## config.mk

```make
export PLATFORM = sky130hd
export DESIGN_NAME = cmsdk_apb_multitimer
export DESIGN_NICKNAME = d
export VERILOG_FILES = /design/src/rtl/cmsdk_apb_multitimer_pkg.sv /design/src/rtl/cmsdk_apb_multitimer_ch.sv /design/src/rtl/cmsdk_apb_multitimer.sv
export SDC_FILE = /design/constraint.sdc
export NUM_CORES = 1
export LEC_CHECK = 0
export ABC_CLOCK_PERIOD_IN_PS = 9150
export CAP_MARGIN = 20
export CELL_PAD_IN_SITES_DETAIL_PLACEMENT = 1
export CELL_PAD_IN_SITES_GLOBAL_PLACEMENT = 2
export CORE_ASPECT_RATIO = 1.4
export CORE_MARGIN = 3
export CORE_UTILIZATION = 38
export CTS_CLUSTER_SIZE = 25
export DETAILED_ROUTE_END_ITERATION = 12
export PLACE_DENSITY = 0.78
export SYNTH_ARGS = -nofsm -noshare
export SYNTH_HDL_FRONTEND = slang
export SYNTH_SLANG_ARGS = --single-unit
```

## constraint.sdc

```tcl
create_clock -name PCLK -period 9.15 [get_ports PCLK]
set_input_delay 1.3725 -clock PCLK [delete_from_list [all_inputs] [get_ports PCLK]]
set_output_delay 1.3725 -clock PCLK [all_outputs]
set_load 0.03 [all_outputs]
```

## src/rtl/cmsdk_apb_multitimer_pkg.sv

```systemverilog
// Shared constants for the APB multi-channel timer.
// Register offsets, CTRL bit positions and peripheral ID bytes.
package cmsdk_apb_multitimer_pkg;

   localparam logic [2:0] REG_LOAD   = 3'd0;
   localparam logic [2:0] REG_VALUE  = 3'd1;
   localparam logic [2:0] REG_CTRL   = 3'd2;
   localparam logic [2:0] REG_INTCLR = 3'd3;
   localparam logic [2:0] REG_RIS    = 3'd4;
   localparam logic [2:0] REG_MIS    = 3'd5;
   localparam logic [2:0] REG_BGLOAD = 3'd6;

   localparam logic [9:0] ADDR_INTSTAT = 10'h040;
   localparam logic [9:0] ADDR_ITCR    = 10'h3C0;
   localparam logic [9:0] ADDR_ITOP    = 10'h3C1;
   localparam logic [5:0] ADDR_ID_BLK  = 6'h3F;

   localparam int CTRL_ONESHOT  = 0;
   localparam int CTRL_CHAIN    = 1;
   localparam int CTRL_PERIODIC = 5;
   localparam int CTRL_INTEN    = 6;
   localparam int CTRL_ENABLE   = 7;
   localparam int CTRL_PRE_LSB  = 8;

   localparam logic [15:0] CTRL_RST  = 16'h0040;
   localparam logic [15:0] CTRL_MASK = 16'hFFE3;

   // ID byte for word index 4..15 of the 0xFC0 block.
   function automatic logic [7:0] id_byte(
      input logic [3:0] idx,
      input logic [3:0] eco
   );
      logic [7:0] b;
      b = 8'h00;
      case (idx)
         4'd4:    b = 8'h04;
         4'd8:    b = 8'h24;
         4'd9:    b = 8'hB8;
         4'd10:   b = 8'h1B;
         4'd11:   b = {eco, 4'h0};
         4'd12:   b = 8'h0D;
         4'd13:   b = 8'hF0;
         4'd14:   b = 8'h05;
         4'd15:   b = 8'hB1;
         default: b = 8'h00;
      endcase
      return b;
   endfunction

endpackage

```

## src/rtl/cmsdk_apb_multitimer_ch.sv

```systemverilog
// One timer channel: prescaler, down-counter, raw interrupt,
// CTRL/LOAD registers and the zero-event used for cascading.
module cmsdk_apb_multitimer_ch
   import cmsdk_apb_multitimer_pkg::*;
#(
   parameter int CNT_WIDTH = 32,
   parameter bit HAS_PREV  = 1'b0
) (
   input  logic                 clk,
   input  logic                 rst,
   input  logic                 wr_en,
   input  logic [2:0]           wr_reg,
   input  logic [31:0]          wdata,
   input  logic                 timclken,
   input  logic                 chain_in,
   output logic [CNT_WIDTH-1:0] value,
   output logic [CNT_WIDTH-1:0] load,
   output logic [15:0]          ctrl,
   output logic                 ris,
   output logic                 zero_evt
);

   logic [CNT_WIDTH-1:0] value_q, value_d;
   logic [CNT_WIDTH-1:0] load_q, load_d;
   logic [15:0]          ctrl_q, ctrl_d;
   logic [7:0]           pre_q, pre_d;
   logic                 ris_q, ris_d;
   logic                 zpend_q, zpend_d;

   logic wr_load, wr_ctrl, wr_intclr, wr_bgload;
   logic en_eff, src, pulse, tick, evt;

   // Write decode, tick generation and next-state for all channel state.
   always_comb begin
      wr_load   = wr_en & (wr_reg == REG_LOAD);
      wr_ctrl   = wr_en & (wr_reg == REG_CTRL);
      wr_intclr = wr_en & (wr_reg == REG_INTCLR);
      wr_bgload = wr_en & (wr_reg == REG_BGLOAD);

      // Clearing ENABLE wins over a tick in the same cycle.
      en_eff = ctrl_q[CTRL_ENABLE]
             & ~(wr_ctrl & ~wdata[CTRL_ENABLE]);
      src    = (HAS_PREV && ctrl_q[CTRL_CHAIN]) ? chain_in
                                                : timclken;
      pulse  = src & en_eff;
      tick   = pulse & (pre_q == 8'd0) & ~wr_load;

      ctrl_d = ctrl_q;
      if (wr_ctrl)
         ctrl_d = wdata[15:0] & CTRL_MASK;

      load_d = load_q;
      if (wr_load | wr_bgload)
         load_d = wdata[CNT_WIDTH-1:0];

      pre_d = pre_q;
      if (wr_load)
         pre_d = 8'd0;
      else if (pulse)
         pre_d = (pre_q == 8'd0) ? ctrl_q[CTRL_PRE_LSB +: 8]
                                 : pre_q - 8'd1;

      evt = tick & ((value_q == CNT_WIDTH'(1)) | zpend_q);

      value_d = value_q;
      if (wr_load)
         value_d = wdata[CNT_WIDTH-1:0];
      else if (tick) begin
         if (value_q == CNT_WIDTH'(1))
            value_d = '0;
         else if (value_q == '0) begin
            if (ctrl_q[CTRL_ONESHOT])
               value_d = '0;
            else if (ctrl_q[CTRL_PERIODIC])
               value_d = load_d;
            else
               value_d = '1;
         end else
            value_d = value_q - CNT_WIDTH'(1);
      end

      // A LOAD of zero raises the interrupt on the next tick.
      zpend_d = zpend_q;
      if (wr_load)
         zpend_d = (wdata[CNT_WIDTH-1:0] == '0);
      else if (tick)
         zpend_d = 1'b0;

      ris_d = ris_q;
      if (evt)
         ris_d = 1'b1;
      else if (wr_intclr)
         ris_d = 1'b0;
   end

   // Channel state registers.
   always_ff @(posedge clk or posedge rst) begin
      if (rst) begin
         value_q <= '1;
         load_q  <= '0;
         ctrl_q  <= CTRL_RST;
         pre_q   <= 8'd0;
         ris_q   <= 1'b0;
         zpend_q <= 1'b0;
      end else begin
         value_q <= value_d;
         load_q  <= load_d;
         ctrl_q  <= ctrl_d;
         pre_q   <= pre_d;
         ris_q   <= ris_d;
         zpend_q <= zpend_d;
      end
   end

   assign value    = value_q;
   assign load     = load_q;
   assign ctrl     = ctrl_q;
   assign ris      = ris_q;
   assign zero_evt = evt;

endmodule

```

## src/rtl/cmsdk_apb_multitimer.sv

```systemverilog
// APB multi-channel timer top: decode, read mux, chain wiring.
// CMSDK_MULTITIMER_ITEST_EN adds the ITCR/ITOP test registers.
module cmsdk_apb_multitimer
   import cmsdk_apb_multitimer_pkg::*;
#(
   parameter int NUM_CH    = 2,
   parameter int CNT_WIDTH = 32
) (
   input  logic              PCLK,
   input  logic              PRESET,
   input  logic              PSEL,
   input  logic              PENABLE,
   input  logic              PWRITE,
   input  logic [11:2]       PADDR,
   input  logic [31:0]       PWDATA,
   input  logic [NUM_CH-1:0] TIMCLKEN,
   input  logic [3:0]        ECOREVNUM,
   output logic [31:0]       PRDATA,
   output logic [NUM_CH-1:0] TIMINT,
   output logic              TIMINTC
);

   logic setup_wr, setup_rd, ch_space, id_hit;
   logic [2:0] ch_idx, reg_idx;

   logic [NUM_CH-1:0] zero_evt, ris, inten, mis;
   logic [NUM_CH-1:0] chain_src, ch_wr;
   logic [CNT_WIDTH-1:0] ch_value [NUM_CH];
   logic [CNT_WIDTH-1:0] ch_load  [NUM_CH];
   logic [15:0]          ch_ctrl  [NUM_CH];

   logic [31:0] rd_mux;
   logic [31:0] prdata_q, prdata_d;

   assign setup_wr = PSEL & PWRITE & ~PENABLE;
   assign setup_rd = PSEL & ~PWRITE & ~PENABLE;
   assign ch_idx   = PADDR[7:5];
   assign reg_idx  = PADDR[4:2];
   assign ch_space = (PADDR[11:8] == 4'h0)
                   & ({1'b0, ch_idx} < 4'(NUM_CH));
   assign id_hit   = (PADDR[11:6] == ADDR_ID_BLK)
                   & (PADDR[5:2] >= 4'h4);

   for (genvar n = 0; n < NUM_CH; n++) begin : g_ch
      if (n == 0) begin : g_first
         assign chain_src[n] = 1'b0;
      end else begin : g_next
         assign chain_src[n] = zero_evt[n-1];
      end

      assign ch_wr[n] = setup_wr & ch_space & (ch_idx == 3'(n));
      assign inten[n] = ch_ctrl[n][CTRL_INTEN];

      cmsdk_apb_multitimer_ch #(
         .CNT_WIDTH (CNT_WIDTH),
         .HAS_PREV  (n != 0)
      ) u_ch (
         .clk      (PCLK),
         .rst      (PRESET),
         .wr_en    (ch_wr[n]),
         .wr_reg   (reg_idx),
         .wdata    (PWDATA),
         .timclken (TIMCLKEN[n]),
         .chain_in (chain_src[n]),
         .value    (ch_value[n]),
         .load     (ch_load[n]),
         .ctrl     (ch_ctrl[n]),
         .ris      (ris[n]),
         .zero_evt (zero_evt[n])
      );
   end

   assign mis = ris & inten;

`ifdef CMSDK_MULTITIMER_ITEST_EN
   logic              itcr_q, itcr_d;
   logic [NUM_CH-1:0] itop_q, itop_d;

   // Integration test control and output override registers.
   always_comb begin
      itcr_d = itcr_q;
      itop_d = itop_q;
      if (setup_wr && PADDR == ADDR_ITCR)
         itcr_d = PWDATA[0];
      if (setup_wr && PADDR == ADDR_ITOP)
         itop_d = PWDATA[NUM_CH-1:0];
   end

   // Integration test register state.
   always_ff @(posedge PCLK or posedge PRESET) begin
      if (PRESET) begin
         itcr_q <= 1'b0;
         itop_q <= '0;
      end else begin
         itcr_q <= itcr_d;
         itop_q <= itop_d;
      end
   end

   assign TIMINT = itcr_q ? itop_q : mis;
`else
   assign TIMINT = mis;
`endif

   assign TIMINTC = |TIMINT;

   // Setup-phase read mux; PRDATA is zero outside read accesses.
   always_comb begin
      rd_mux = 32'h0;
      unique case (1'b1)
         ch_space: begin
            for (int n = 0; n < NUM_CH; n++) begin
               if (ch_idx == 3'(n)) begin
                  unique case (reg_idx)
                     REG_LOAD:   rd_mux = 32'(ch_load[n]);
                     REG_VALUE:  rd_mux = 32'(ch_value[n]);
                     REG_CTRL:   rd_mux = {16'h0, ch_ctrl[n]};
                     REG_RIS:    rd_mux = {31'h0, ris[n]};
                     REG_MIS:    rd_mux = {31'h0, mis[n]};
                     REG_BGLOAD: rd_mux = 32'(ch_load[n]);
                     default:    rd_mux = 32'h0;
                  endcase
               end
            end
         end
         (PADDR == ADDR_INTSTAT): rd_mux = 32'(mis);
`ifdef CMSDK_MULTITIMER_ITEST_EN
         (PADDR == ADDR_ITCR):    rd_mux = {31'h0, itcr_q};
         (PADDR == ADDR_ITOP):    rd_mux = 32'(itop_q);
`endif
         id_hit: rd_mux = {24'h0, id_byte(PADDR[5:2], ECOREVNUM)};
         default: rd_mux = 32'h0;
      endcase
      prdata_d = setup_rd ? rd_mux : 32'h0;
   end

   // Registered read data.
   always_ff @(posedge PCLK or posedge PRESET) begin
      if (PRESET)
         prdata_q <= 32'h0;
      else
         prdata_q <= prdata_d;
   end

   assign PRDATA = prdata_q;

endmodule

```

==> out/metrics.csv <==
metric;value;unit
Hold Path Depth;1;
ANT nets after route;0;
post-synthesis sequential area ratio;41.91;%
flops & latches, synth;206;
Ports;88;
Setup Fix Bufs, Post-CTS;0;
Resized cells post-CTS;0;
HPWL after detailed placement;35620;um
Synth Flop Type;dfrtp_1;
Die Y;220.6;um
R2R setup slack;5.49;ns
Initial DRC Count;814;
Max Clock Skew;0.01830;ns
Commonest cells post-synth;140 x dfrtp_1, 109 x nand2_1, 97 x nand3_1;
NumNets Final;1447;
CORE AREA;31990;sq um
ranking of synthesized cells by area;dfrtp_1 28%, dfstp_2 14%, mux2_2 6.6%;
reg2reg path depth;7;
Worst-Margin Slew;1.251;ns
antenna diode count;0;
crit path max fanout;30;
area grow syn2layout;17.22;%
die width;159.3;um
Clk Latency, worst-skew pair;0.55;ns
GRT Util Overall;28.59;%
Peak VDD IR;0.1615;mV
total gr overflow;0;
initial antenna violation count;0;
status;complete, no violations;
Async S/R FF share, synth;100.0;%
max-cap violation count;0;
Die Area;35130;sq um
Critical Path Start Type;primary input;
Final Hold Viols;0;
Synth area leader;dfrtp_1;
R2R Path End;g_ch[1].u_ch.value[30]$_DFFE_PP1P_;
Post-synth EDFFs;0;
Post-Syn Instances;1342;
main combinational cell family by area after synthesis;compound AO/OA/AOI/OAI gates;
Rows;77;
maximum root-to-sink buffer count;3;
vias in the first global route;12348;
syn avg cell area;9.311;sq um
PwrDens;148.1;nW/um^2
drt first pass iters;6;
DRC;0;
final setup vio count;0;
Synth Area in Simple Gates;19.50;%
Worst Path Arrival;4.88;ns
reg-to-reg startpoint;g_ch[1].u_ch.value[7]$_DFFE_PP1P_;
Worst slew margin;15.93;%
Synth top area share;28.04;%
wire length per cell;27.81;um
CP required;9.61;ns
Peak Freq;226.3;MHz
class of the worst hold path;register to register;
Initial Util;39.07;%
post-cts hold buffer count;0;
Worst Hold Endpoint;g_ch[0].u_ch.ctrl[1]$_DFFE_PP0N_;
CTS tree;yes;
RSZ-0062 raised after global routing;false;
warnings from Yosys;0;
HP Start;g_ch[0].u_ch.ctrl[1]$_DFFE_PP0N_;
vias per cell;6.416;
Tcrit/Tclk final;48.29;%
Cell variety after synth;76;
RePlAce Congestion;0.9238;
Num CTS Buffers;24;
first-pass GRT wire length;77720;um
Adder-Cell Fraction of Synth Area;1.081;%
syn nets;1405;
CTS root buf;clkbuf_16;
dpl ws;4.277;ns
final WL;51050;um
WS Path Type;primary input to register;
post-synthesis mux area share;10.02;%
Compound-Gate Fraction of Synth Area;21.17;%
Clock Sinks;206;
Leak;6.251;nW
Netlist Area Pre-Place;12500;sq um
H-tree Lvls;1;
total vias in the final route;11779;
Worst Setup Slack, final;4.732;ns
clk slew on worst S/H paths;0.06;ns
Port Buf Inserts;87;
Post-Route Setup TNS;0;ns
top-count cell post-synth;dfrtp_1;
Slew Viols, Final;0;
share of layout cells above drive strength 1;18.12;%
CP endpoint kind;register;
largest net degree at the start of global routing;78;
xor/xnor share of the synthesized area;2.173;%
final worst path period need;4.418;ns
[sequential cells by signal (all words and copies together) (netlist names)]
signal             cells
g_ch.u_ch.zpend_q      2
g_ch.u_ch.pre_q       16
g_ch.u_ch.value       64
g_ch.u_ch.load        64
PRDATA                32
g_ch.u_ch.ctrl        26
g_ch.u_ch.ris          2
[cells in the final DEF, fill, tap and decap left out, types with 16 or more instances in the layout]
cell type / count
nand2_1: 109
nor4_1: 37
dfstp_2: 66
inv_1: 24
a21oi_1: 48
o22a_1: 18
clkbuf_16: 25
dfrtp_1: 140
a221o_1: 18
clkdlybuf4s50_1: 87
nand4_1: 21
a31oi_1: 17
mux2_2: 73
nand3_1: 97
or4_1: 16
mux2i_1: 43
a22oi_1: 62
xnor2_1: 18
nor2_1: 60
or3_1: 18
buf_4: 31
o21ai_0: 90
nor3_1: 45
[kinds of logic after synthesis]
kind of cell / Yosys count
muxes: 116
and+or+nand+nor: 467
buffers and inverters: 130
AOI/OAI and AO/OA: 381
xor gates and xnor gates: 31
DFF: 206
adders and majority gates: 11
[metal layers]
layer  vias to the layer above  share of wire (%)  track usage, %
li1                       5235                  -               -
met1                      6104                 43           37.77
met2                       363                 49           50.06
met3                        77                5.6           3.184
met4                         0                2.5           7.883
met5                         -                  0               0
[per-stage QoR]
stage | hold slack, ns | power [mW] | utilization (%) | cell area (sq um) | std cells
2_1_floorplan | 0.4727 | 1.047 | - | 12500 | 1342
3_3_place_gp | 0.4975 | 1.136 | 43.06 | 13770 | 1790
3_5_place_dp | 0.5012 | 1.138 | 43.07 | 13780 | 1791
4_1_cts | 0.5155 | 2.184 | 45.71 | 14620 | 1835
5_1_grt | 0.5200 | 2.242 | 45.79 | 14650 | 1836
6_report | 0.5135 | 2.170 | 45.79 | 14650 | 1836
[how the worst max path moves through the flow]
stage / startpoint / to / slack [ns] / cells past startpoint
finish: PADDR[3] / g_ch[1].u_ch.value[17]$_DFFE_PP1P_ / 4.73 / 10
floorplan: PRESET / PRDATA[0]$_DFF_PP0_ / 2.26 / 1
CTS: PADDR[3] / g_ch[1].u_ch.value[19]$_DFFE_PP1P_ / 4.83 / 10
detailed placement: PADDR[3] / g_ch[1].u_ch.value[19]$_DFFE_PP1P_ / 4.28 / 10
global placement: PADDR[3] / g_ch[1].u_ch.value[21]$_DFFE_PP1P_ / 4.40 / 10
global route: PADDR[4] / g_ch[1].u_ch.value[22]$_DFFE_PP1P_ / 4.57 / 10
[worst max-delay path, cell delays in order]
cell,delay [ns]
clkdlybuf4s50_1,0.86
nor3b_2,0.27
buf_4,0.40
nand4_1,0.23
o2111ai_1,0.26
buf_4,0.24
o21a_1,0.25
or2_1,0.36
buf_4,0.37
mux2i_1,0.24
[where the power goes]
| part | leakage, nW | total [mW] | internal [mW] | switching, mW |
|---|---|---|---|---|
| clock | 0.407 | 1.04 | 0.614 | 0.430 |
| combinational | 3.24 | 0.202 | 0.0655 | 0.136 |
| sequential | 2.60 | 0.924 | 0.919 | 0.00574 |
| total | 6.25 | 2.17 | 1.60 | 0.572 |
[final cells by class]
class	count	area (sq um)
fillers	3666	17340
clock inverters	9	110.1
repair buffers	120	1136
multi-input cells	1006	6783
inverters	26	105.1
clock buffers	35	733.2
well taps	434	543.0
flip-flops and latches	206	5238
Note: power is estimated with default switching activity, not from simulation.
